### src/rtl/tmds_lock_sequencer.sv
// TMDS PLL reset/lock sequencer: pulses PLL reset, waits for a stable lock, then releases the TMDS pipeline reset.
// Optional lock-loss debug counter enabled by defining TMDS_LOCK_LOSS_CNT_EN.
module tmds_lock_sequencer #(
  parameter int PLL_RST_CYCLES = 16,
  parameter int LOCK_TIMEOUT   = 65535,
  parameter int STABLE_CYCLES  = 1024
) (
  input  logic       clkin,
  input  logic       reset,
  input  logic       lock,
  output logic       pll_reset,
  output logic       rst_out,
  output logic       ready,
  output logic [7:0] lock_loss_cnt
);

  localparam int MAX_A = (PLL_RST_CYCLES > LOCK_TIMEOUT) ? PLL_RST_CYCLES : LOCK_TIMEOUT;
  localparam int MAX_P = (MAX_A > STABLE_CYCLES) ? MAX_A : STABLE_CYCLES;
  localparam int CNT_W = (MAX_P > 1) ? $clog2(MAX_P) : 1;

  localparam logic [CNT_W-1:0] PLL_LAST     = CNT_W'(PLL_RST_CYCLES - 1);
  localparam logic [CNT_W-1:0] TIMEOUT_LAST = CNT_W'(LOCK_TIMEOUT - 1);
  localparam logic [CNT_W-1:0] STABLE_LAST  = CNT_W'(STABLE_CYCLES - 1);

  typedef enum logic [1:0] {
    RESET_PLL = 2'd0,
    WAIT_LOCK = 2'd1,
    STABLE    = 2'd2,
    RUN       = 2'd3
  } state_t;

  state_t           state, state_next;
  logic [CNT_W-1:0] cnt, cnt_next;
  logic             lock_meta, lock_s;

  // lock comes straight from the PLL and is asynchronous to clkin
  always_ff @(posedge clkin or posedge reset) begin
    if (reset) begin
      lock_meta <= 1'b0;
      lock_s    <= 1'b0;
    end else begin
      lock_meta <= lock;
      lock_s    <= lock_meta;
    end
  end

  always_comb begin
    state_next = state;
    case (state)
      RESET_PLL: if (cnt == PLL_LAST) state_next = WAIT_LOCK;
      WAIT_LOCK: begin
        if (lock_s)                    state_next = STABLE;
        else if (cnt == TIMEOUT_LAST)  state_next = RESET_PLL;
      end
      STABLE: begin
        if (!lock_s)                   state_next = WAIT_LOCK;
        else if (cnt == STABLE_LAST)   state_next = RUN;
      end
      RUN:     if (!lock_s) state_next = RESET_PLL;
      default: state_next = RESET_PLL;
    endcase
    cnt_next = (state_next != state) ? '0 : cnt + 1'b1;
  end

  // Outputs are decoded from the next state so they move on the same edge as the state
  always_ff @(posedge clkin or posedge reset) begin
    if (reset) begin
      state     <= RESET_PLL;
      cnt       <= '0;
      pll_reset <= 1'b1;
      rst_out   <= 1'b1;
      ready     <= 1'b0;
    end else begin
      state     <= state_next;
      cnt       <= cnt_next;
      pll_reset <= (state_next == RESET_PLL);
      rst_out   <= (state_next != RUN);
      ready     <= (state_next == RUN);
    end
  end

`ifdef TMDS_LOCK_LOSS_CNT_EN
  logic lock_loss;
  logic [7:0] loss_cnt;

  assign lock_loss = (state == RUN) && !lock_s;

  // Saturating debug count of lock losses seen while running
  always_ff @(posedge clkin or posedge reset) begin
    if (reset)
      loss_cnt <= 8'd0;
    else if (lock_loss && (loss_cnt != 8'hFF))
      loss_cnt <= loss_cnt + 8'd1;
  end

  assign lock_loss_cnt = loss_cnt;
`else
  assign lock_loss_cnt = 8'd0;
`endif

endmodule

### config.mk
export PLATFORM = sky130hd
export DESIGN_NAME = tmds_lock_sequencer
export DESIGN_NICKNAME = d
export VERILOG_FILES = /design/src/rtl/tmds_lock_sequencer.sv
export SDC_FILE = /design/constraint.sdc
export NUM_CORES = 1
export LEC_CHECK = 0
export CAP_MARGIN = 20
export CORE_UTILIZATION = 45
export DETAILED_ROUTE_END_ITERATION = 10
export GPL_ROUTABILITY_DRIVEN = 0
export PLACE_DENSITY = 0.66
export SLEW_MARGIN = 5
export SYNTH_ARGS = -nofsm -noshare
export SYNTH_HDL_FRONTEND = slang
export SYNTH_SLANG_ARGS = --single-unit
export TNS_END_PERCENT = 20
### constraint.sdc
create_clock -name clkin -period 3.2 [get_ports clkin]
set_clock_uncertainty 0.1 [all_clocks]
set_input_delay 0.64 -clock clkin [delete_from_list [all_inputs] [get_ports clkin]]
set_output_delay 0.64 -clock clkin [all_outputs]
set_load 0.02 [all_outputs]
==> results of run 1 <==
-- metrics by stage --
stage	util	setup slack [ns]
final	0.478	1.01
after global routing	0.478	0.970
after CTS	0.478	0.997
after detailed placement	0.468	1.11
after global placement	0.468	1.18
after floorplan	-	1.36
-- synthesized netlist by cell type (all sizes together), types with 3 or more instances --
cell and number:
and3 5, and4 8, buf 14, dfrtp 21
inv 3, nand3 6, nand4 4, nor2 4
nor4 12, xor2 11
-- power breakdown --
group	internal (uW)	switching, uW	total [uW]
Clock	46.9	96.8	144
Combinational	107	126	233
Sequential	346	63.3	409
Total	500	286	786
-- state kept, by name (all words and copies together) (netlist names) --
| name | cells |
|---|---|
| cnt | 16 |
| rst_out | 1 |
| lock_meta | 1 |
| lock_s | 1 |
| ready | 1 |
| pll_reset | 1 |
| state | 2 |
-- final cells by class --
class,count,area (sq um)
Sequential cell,23,578
Tap cell,31,38.8
Fill cell,268,1430
Inverter,3,11.3
Multi-Input combinational cell,84,601
Clock inverter,1,5.00
Clock buffer,3,22.5
Timing Repair Buffer,5,50.0
-- cell families (layout without fill, tap and decap cells) --
group           count (synthesis)  count (layout)  synth area share
flops                          23              23             0.446
compound gates                 10              10            0.0656
xor+xnor                       13              13            0.0878
fa+ha+maj                       2               2            0.0193
other cells                     1               8           0.00289
simple gates                   51              51             0.267
buf+inv                        18              12             0.112
-- routing by layer --
layer  share of wire  up-vias  track usage
met5               0        -            0
met4           0.022        0       0.0857
met3           0.016        5       0.0302
met2            0.48        9        0.251
met1            0.48      440        0.207
li1                -      418            -
-- worst min path at each step --
stage / startpoint / endpoint / slack, ns
2_1_floorplan: lock_meta / lock_s / 0.23
3_3_place_gp: lock_meta / lock_s / 0.23
3_5_place_dp: lock_meta / lock_s / 0.24
4_1_cts: lock_meta / lock_s / 0.27
5_1_grt: lock_meta / lock_s / 0.27
6_report: lock_meta / lock_s / 0.27
==> impl_results.md, run 1 <==
- Htree depth: 1
- Post-CTS setup buffers: 0
- Final-report max-slew violation count: 0
- Overflow after GRT: 0
- P per Cell Area: 602 nW/um^2
- Mapped Area: 1300 sq um
- R2R cell count: 4
- Worst Hold Depth: 0
- CTS Buffer Depth: 2
- Port Buffer Count: 5
- Clock latency on the worst-skew pair: 0.33 ns
- Area post-placement: 1280 sq um
- Post-detail-place hpwl: 1500 microns
- Status: finished clean
- CP cell instances: clkdlybuf4s50_1
- Setup tns final: 0 ns
- Row cnt: 19
- Antenna viol nets, final: 0
- Fin. Hold Viols: 0
- Critical path origin: rst_out
- Syn Area/Cell: 11.0 sq um
- Final period util: 0.686
- Die Area: 3100 sq um
- First-pass GRT wire length: 3820 microns
- Commonest non-fill, non-tap cells in the layout: 21 x dfrtp_1, 11 x nor4_1, 11 x xor2_1
- Fmax: 456 MHz
- Cell family with most CP delay: buffers and inverters
- Final WL: 2210 microns
- Die W: 55.7 microns
- RSZ-0062 raised after global routing: false
- Leak: 0.000608 uW
- Initial DRC count: 19
- Dominant cell type by area after synthesis: dfrtp_1
- DRT Pass-1 Iters: 4
- Max-slew headroom: 0.429
- Cells after Synth: 118
- CP endpoint kind: primary output
- Setup crit end: rst_out
- Slowest library cell on the worst path: clkdlybuf4s50_1
- Total Power Consumption: 786 uW
- Max Cap Viol: 0
- WP buf/inv: 1
- Synth Warn #: 0
- Prevailing post-synth register cell: dfrtp_1
- Die height: 55.7 microns
- Startpoint types: register
- Reg-to-reg startpoint: cnt[10]
- R2R setup slack: 1.09 ns
- Final min period: 2.19 ns
- VDD IR max: 332 uV
- Drt drc: 0
- Highest cell delay on the worst timing path: 0.59 ns
- Worst Max-Slew Pin Slew: 0.856 ns
- Commonest non-fill, non-tap cell in the layout: dfrtp_1
- Antenna cells: 0
- Resized cells post-CTS: 0
- Synth Register Bits: 23
- Seq/Total Area, Yosys: 0.446
- Top-area cell type share of the netlist area: 0.405
- TritonCTS clock tree: built
- Largest net degree at the start of global routing: 24
- Final net count: 125
- CP required: 2.46 ns
- Final instance area: 1310 sq um
- Critical-path maximum fanout: 1
- Gr usage total: 0.159
- Post-DR vias/cell: 5.81
- Vias in the first global route: 817
- Critical path class: register to primary output
- Placed Instances: 146
- Finished Layout Cells: 150
- R2r endpoint: cnt[3]
- CP Depth: 1
- Share of layout cells above drive strength 1: 0.168
- Critical Path AT: 1.45 ns
- Largest cells by area after synthesis: dfrtp_1 41%, xor2_1 7.4%, buf_4 5.8%, nor4_1 5.3%, dfstp_2 4.1%
- Initial Util: 0.475
- CTS Buf Count: 3
- Core Area: 2730 sq um
- Worst hold path type: register to register
- DR vias: 872
- Cts hold-fix bufs: 0
- Root buffer cell: clkbuf_4
- Async SR Flop Fraction: 1.00
- Number of flops mapped to enable cells by yosys: 0
- Yosys cell types: 38
- Hold Slack: 0.270 ns
- Io pins: 14
- WL/cell: 14.7 microns
- Final setup viols: 0
- Initial antenna violation count: 0
- P&R area growth vs syn: 0.675%
- # clock sinks: 23
- Clock-pin slew on the worst setup and hold paths: 0.14 ns
Power figures use the tool's default switching activity.
==> inputs of run 2 (changes only) <==
PLACE_DENSITY = 0.68   (was 0.66)
clock period = 1.91 ns   (was 3.2 ns; I/O delays follow)
==> run 2 against run 1 <==
  * The flow now finishes with violations (negative setup slack)
  * Clock power up 58%
  * Combinational power grew to 3.4 times the previous value
  * Register-to-register slack worse by 1.1 ns
  * Via count increased by 10%
  * Worst setup slack got worse by 1.0 ns
  * Critical path type is now register to register
  * Largest cell class unchanged
  * Largest power group is now combinational cells
  * Highest routed layer unchanged
==> impl_results.md, run 2 (synthesis results as in run 1) <==
- Slowest library cell on the worst path: dfrtp_1
- Initial Util: 0.475 (unchanged)
- Cts hold-fix bufs: 0 (unchanged)
- Status: finished, violations left
- Final net count: 142 (+14%)
- WL/cell: 17.0 microns (+15%)
- Placed Instances: 154 (+5.5%)
- Top flop regs: cnt (16), state (2)
- Row cnt: 19 (unchanged)
- Commonest non-fill, non-tap cell in the layout: dfrtp_1
- R2R setup slack: -0.03 ns (-1.12 ns)
- Vias in the first global route: 908 (+11%)
- Antenna cells: 0 (unchanged)
- Max Cap Viol: 0 (unchanged)
- Total Power Consumption: 1720 uW (+120%)
- Die height: 55.7 microns (unchanged)
- Htree depth: 1 (unchanged)
- Fmax: 516 MHz
- Final-report max-slew violation count: 0 (unchanged)
- Commonest non-fill, non-tap cells in the layout: 20 x dfrtp_1, 12 x buf_4, 11 x xor2_1, 11 x nor4_4, 8 x conb_1
- Hold Slack: 0.270 ns (+0.000151 ns)
- Final instance area: 1660 sq um (+27%)
- WL met1: 1160 microns (+8.5%)
- Post-DR vias/cell: 5.76 (-0.91%)
- Initial antenna violation count: 0 (unchanged)
- DR top layer: met4
- Finished Layout Cells: 167 (+11%)
- Largest reg by FF count: cnt
- Wire length on met3: 67 microns (+91%)
- Worst hold path type: register to register
- CP cell instances: inv_1 > ha_2 > and4_1 > and4_4 > o31a_4 > buf_12 > nor4_4
- CTS Buffer Depth: 2 (unchanged)
- DRT Pass-1 Iters: 4 (unchanged)
- Reg-to-reg startpoint: cnt[0]
- Post-layout util: 0.606 (+0.129)
- Max reg flops: 16 (unchanged)
- Startpoint types: register
- Overflow after GRT: 0 (unchanged)
- RSZ-0062 raised after global routing: true
- Drt drc: 0 (unchanged)
- Highest cell delay on the worst timing path: 0.41 ns (-0.18 ns)
- Clock-pin slew on the worst setup and hold paths: 0.12 ns (-0.02 ns)
- Final setup viols: 2 (+2)
- CP endpoint kind: register
- PnR worst setup slack: -0.0297 ns (-1.04 ns)
- Final period util: 1.02
- First-pass GRT wire length: 4260 microns (+12%)
- VDD IR max: 772 uV (+130%)
- Share of layout cells above drive strength 1: 0.382 (+0.214)
- TritonCTS clock tree: built
- Failing checks: negative setup slack
- Worst Hold Depth: 0 (unchanged)
- R2R cell count: 7 (+3)
- Antenna viol nets, final: 0 (unchanged)
- WL met2: 1540 microns (+46%)
- Die W: 55.7 microns (unchanged)
- Area post-placement: 1340 sq um (+4.7%)
- Leak: 0.000714 uW (+17%)
- Io pins: 14 (unchanged)
- Post-detail-place hpwl: 1660 microns (+11%)
- Largest net degree at the start of global routing: 24 (unchanged)
- # clock sinks: 23 (unchanged)
- Die Area: 3100 sq um (unchanged)
- Root buffer cell: clkbuf_4
- P per Cell Area: 1040 nW/um^2 (+73%)
- R2r endpoint: cnt[0]
- DR vias: 962 (+10%)
- Port Buffer Count: 5 (unchanged)
- Critical-path maximum fanout: 7 (+6)
- Critical path class: register to register
- Critical Path AT: 2.07 ns (+0.62 ns)
- P&R area growth vs syn: 27.8%
- Core Area: 2730 sq um (unchanged)
- Worst Hold Endpoint: lock_s
- Final min period: 1.94 ns
- Fin. Hold Viols: 0 (unchanged)
- Initial DRC count: 17 (-2)
- Clock latency on the worst-skew pair: 0.32 ns (about the same)
- Final WL: 2840 microns (+28%)
- CTS Buf Count: 3 (unchanged)
- Gr usage total: 0.175 (+0.0157)
- HP Start: lock_meta
- CP required: 2.04 ns (-0.42 ns)
-- run 2: what timing repair did --
| action | in CTS | in global routing |
|---|---|---|
| endpoints found under the setup margin | 4 | 12 |
| setup buffers | 0 | 9 |
| pin swaps | 0 | 11 |
| gates resized for setup | 4 | 34 |
-- run 2: layout make-up --
cell class	count	area, sq um
clock buffer	4	26.3
timing repair buffer	22	229
fill	213	1080
multi-input combinational	84	773
sequential	23	579
tap	31	38.8
inverter	3	11.3
-- run 2: worst max-delay path by stage --
stage / from / end / slack, ns / depth (start not counted)
after floorplan: cnt[0] / ready / 0.07 / 5
after global placement: cnt[0] / cnt[4] / 0.07 / 6
after detailed placement: cnt[0] / cnt[3] / 0.004 / 6
after CTS: cnt[0] / cnt[8] / 0.0004 / 6
after global routing: cnt[0] / cnt[0] / -0.08 / 7
final: cnt[0] / cnt[0] / -0.03 / 7
-- run 2: layer usage --
metal / track usage / vias up
met2: 0.294 / 19
met3: 0.0326 / 5
met5: 0 / -
met4: 0.0821 / 0
li1: - / 449
met1: 0.217 / 489
-- run 2: power by group --
part	internal [uW]	total, uW	switching [uW]	leakage (uW)
Clock	81.8	228	146	0.0000150
Combinational	430	802	373	0.000400
Sequential	580	692	113	0.000300
-- run 2: metrics by stage --
stage	setup WS (ns)	TNS (ns)
2_1_floorplan	0.0744	0
6_report	-0.0297	-0.0328
3_3_place_gp	0.0709	0
4_1_cts	0.000411	0
5_1_grt	-0.0815	-0.812
3_5_place_dp	0.00378	0
-- run 2: worst max-delay path, delay by kind of cell, from the launching register on --
kind                       cells  cell delay (ns)
AOI/OAI and AO/OA              1             0.36
adders and majority gates      1             0.17
buffers and inverters          2             0.24
DFF                            1             0.41
and+or+nand+nor                3             0.58
==> inputs of run 3 (changes only) <==
CTS_BUF_LIST = sky130_fd_sc_hd__clkbuf_4 sky130_fd_sc_hd__clkbuf_8   (was default)
==> run 3 against run 2 <==
  * The run still ends with negative setup slack left
  * Maximum frequency is essentially flat
  * Die area unchanged
  * Clock power grew 7%
  * Via count up 0.31%
  * Cell area rose by 0.23%
  * Clock-buffer cell count is the same
  * Core utilization rose by 0.14 points
  * Worst setup slack got worse by 0.00084 ns
  * Total power grew 0.90%
  * Critical path depth did not move
  * Critical endpoint unchanged
  * Largest power group unchanged
==> impl_results.md, run 3 (synthesis results as in run 1) <==
- Status: finished, violations left
- Failing checks: negative setup slack
- Slowest library cell on the worst path: dfrtp_1
- Antenna viol nets, final: 0 (unchanged)
- Total Power Consumption: 1740 uW (+0.90%)
- Worst hold path type: register to register
- Port Buffer Count: 5 (unchanged)
- HP Start: lock_meta
- Initial DRC count: 19 (+2)
- Final net count: 142 (unchanged)
- Critical path origin: cnt[0]
- Cell family with most CP delay: simple AND/OR/NAND/NOR gates
- Final WL: 2840 microns (about the same)
- Post-DR vias/cell: 5.78 (+0.31%)
- Vias in the first global route: 908 (unchanged)
- Max Cap Viol: 0 (unchanged)
- Highest cell delay on the worst timing path: 0.41 ns (about the same)
- Core Area: 2730 sq um (unchanged)
- Final-report max-slew violation count: 0 (unchanged)
- Clock-pin slew on the worst setup and hold paths: 0.12 ns (about the same)
- Initial antenna violation count: 0 (unchanged)
- Largest net degree at the start of global routing: 24 (unchanged)
- Startpoint types: register
- R2r endpoint: cnt[0]
- R2R setup slack: -0.03 ns (about the same)
- Commonest non-fill, non-tap cells in the layout: 20 x dfrtp_1, 12 x buf_4, 11 x xor2_1, 11 x nor4_4, 8 x conb_1
- CP required: 2.04 ns (about the same)
- Io pins: 14 (unchanged)
- Final min period: 1.94 ns (+0.000843 ns)
- DRT Pass-1 Iters: 4 (unchanged)
- WP buf/inv: 2 (unchanged)
- Largest reg by FF count: cnt
- Row cnt: 19 (unchanged)
- CTS Buffer Depth: 2 (unchanged)
- CP endpoint kind: register
- Fmax: 515 MHz (about the same)
- Overflow after GRT: 0 (unchanged)
- CP cell instances: inv_1 > ha_2 > and4_1 > and4_4 > o31a_4 > buf_12 > nor4_4
- R2R cell count: 7 (unchanged)
- DR vias: 965 (+0.31%)
- Final setup viols: 4 (+2)
- TritonCTS clock tree: built
- Setup tns final: -0.0531 ns (-0.0202 ns)
- Critical path class: register to register
- Top flop regs: cnt (16), state (2)
- Fin. Hold Viols: 0 (unchanged)
- Antenna cells: 0 (unchanged)
- P&R area growth vs syn: 28.1%
- VDD IR max: 777 uV (+0.61%)
- WL/cell: 17.0 microns (about the same)
- Worst Hold Endpoint: lock_s
- Leak: 0.000718 uW (+0.48%)
- Initial Util: 0.475 (unchanged)
- Root buffer cell: clkbuf_4
- Post-detail-place hpwl: 1660 microns (unchanged)
- Final period util: 1.02 (about the same)
- Critical-path maximum fanout: 7 (unchanged)
- Drt drc: 0 (unchanged)
- Htree depth: 1 (unchanged)
- Reg-to-reg startpoint: cnt[0]
- First-pass GRT wire length: 4260 microns (unchanged)
- PnR worst setup slack: -0.0306 ns (-0.000843 ns)
- Gr usage total: 0.175 (unchanged)
- Share of layout cells above drive strength 1: 0.390 (+0.00735)
- Critical Path AT: 2.07 ns (about the same)
- Post-layout util: 0.608 (+0.00137)
- Setup WS pre-CTS: 0.00378 ns (unchanged)
- P per Cell Area: 1050 nW/um^2 (+0.67%)
- Max reg flops: 16 (unchanged)
- # clock sinks: 23 (unchanged)
- Die Area: 3100 sq um (unchanged)
- Die W: 55.7 microns (unchanged)
- Commonest non-fill, non-tap cell in the layout: dfrtp_1
- Die height: 55.7 microns (unchanged)
- Clock latency on the worst-skew pair: 0.32 ns (about the same)
- CTS Buf Count: 3 (unchanged)
- RSZ-0062 raised after global routing: true
- CP Depth: 7 (unchanged)
- Cts hold-fix bufs: 0 (unchanged)
- Worst Hold Depth: 0 (unchanged)
## run 3: cell types whose count changed in the layout (fill, tap and decap cells not counted)
cell / delta
clkbuf_4: +1
clkbuf_1: -1
## run 3: through the flow
stage | hold WS (ns) | instance area, sq um | instances
3_3_place_gp | 0.232 | 1340 | 154
5_1_grt | 0.284 | 1660 | 167
6_report | 0.270 | 1660 | 167
4_1_cts | 0.273 | 1380 | 158
2_1_floorplan | 0.231 | 1320 | 125
3_5_place_dp | 0.244 | 1340 | 154
## run 3: routing by layer
metal	global-route usage	vias to the layer above	wire length (microns)
met1	0.217	492	1160
met3	0.0326	5	78
met5	0	-	0
met4	0.0821	0	71
li1	-	449	-
met2	0.294	19	1530
## run 3: layout make-up
| class | instances | area (sq um) |
|---|---|---|
| fill | 211 | 1070 |
| inverter | 3 | 11.3 |
| timing repair buffer | 22 | 229 |
| clock buffer | 4 | 30.0 |
| sequential | 23 | 579 |
| multi-input combinational | 84 | 773 |
| tap | 31 | 38.8 |
## run 3: worst max-delay path by stage
stage | end | slack, ns
floorplan | ready | 0.07
global placement | cnt[4] | 0.07
detailed placement | cnt[3] | 0.004
CTS | cnt[8] | 0.0003
global route | cnt[0] | -0.08
finish | cnt[0] | -0.03
## run 3: power by group
part / leakage, uW / switching (uW) / internal, uW / total, uW
logic: 0.000400 / 373 / 430 / 802
clock network: 0.0000184 / 147 / 96.1 / 243
registers: 0.000300 / 113 / 579 / 692
total: 0.000718 / 632 / 1110 / 1740
## run 3: timing repair
item	in CTS	in global routing
resized for setup	4	34
gates cloned	0	0
setup endpoints to repair	4	12
pin swaps	0	11
setup buffers	0	9
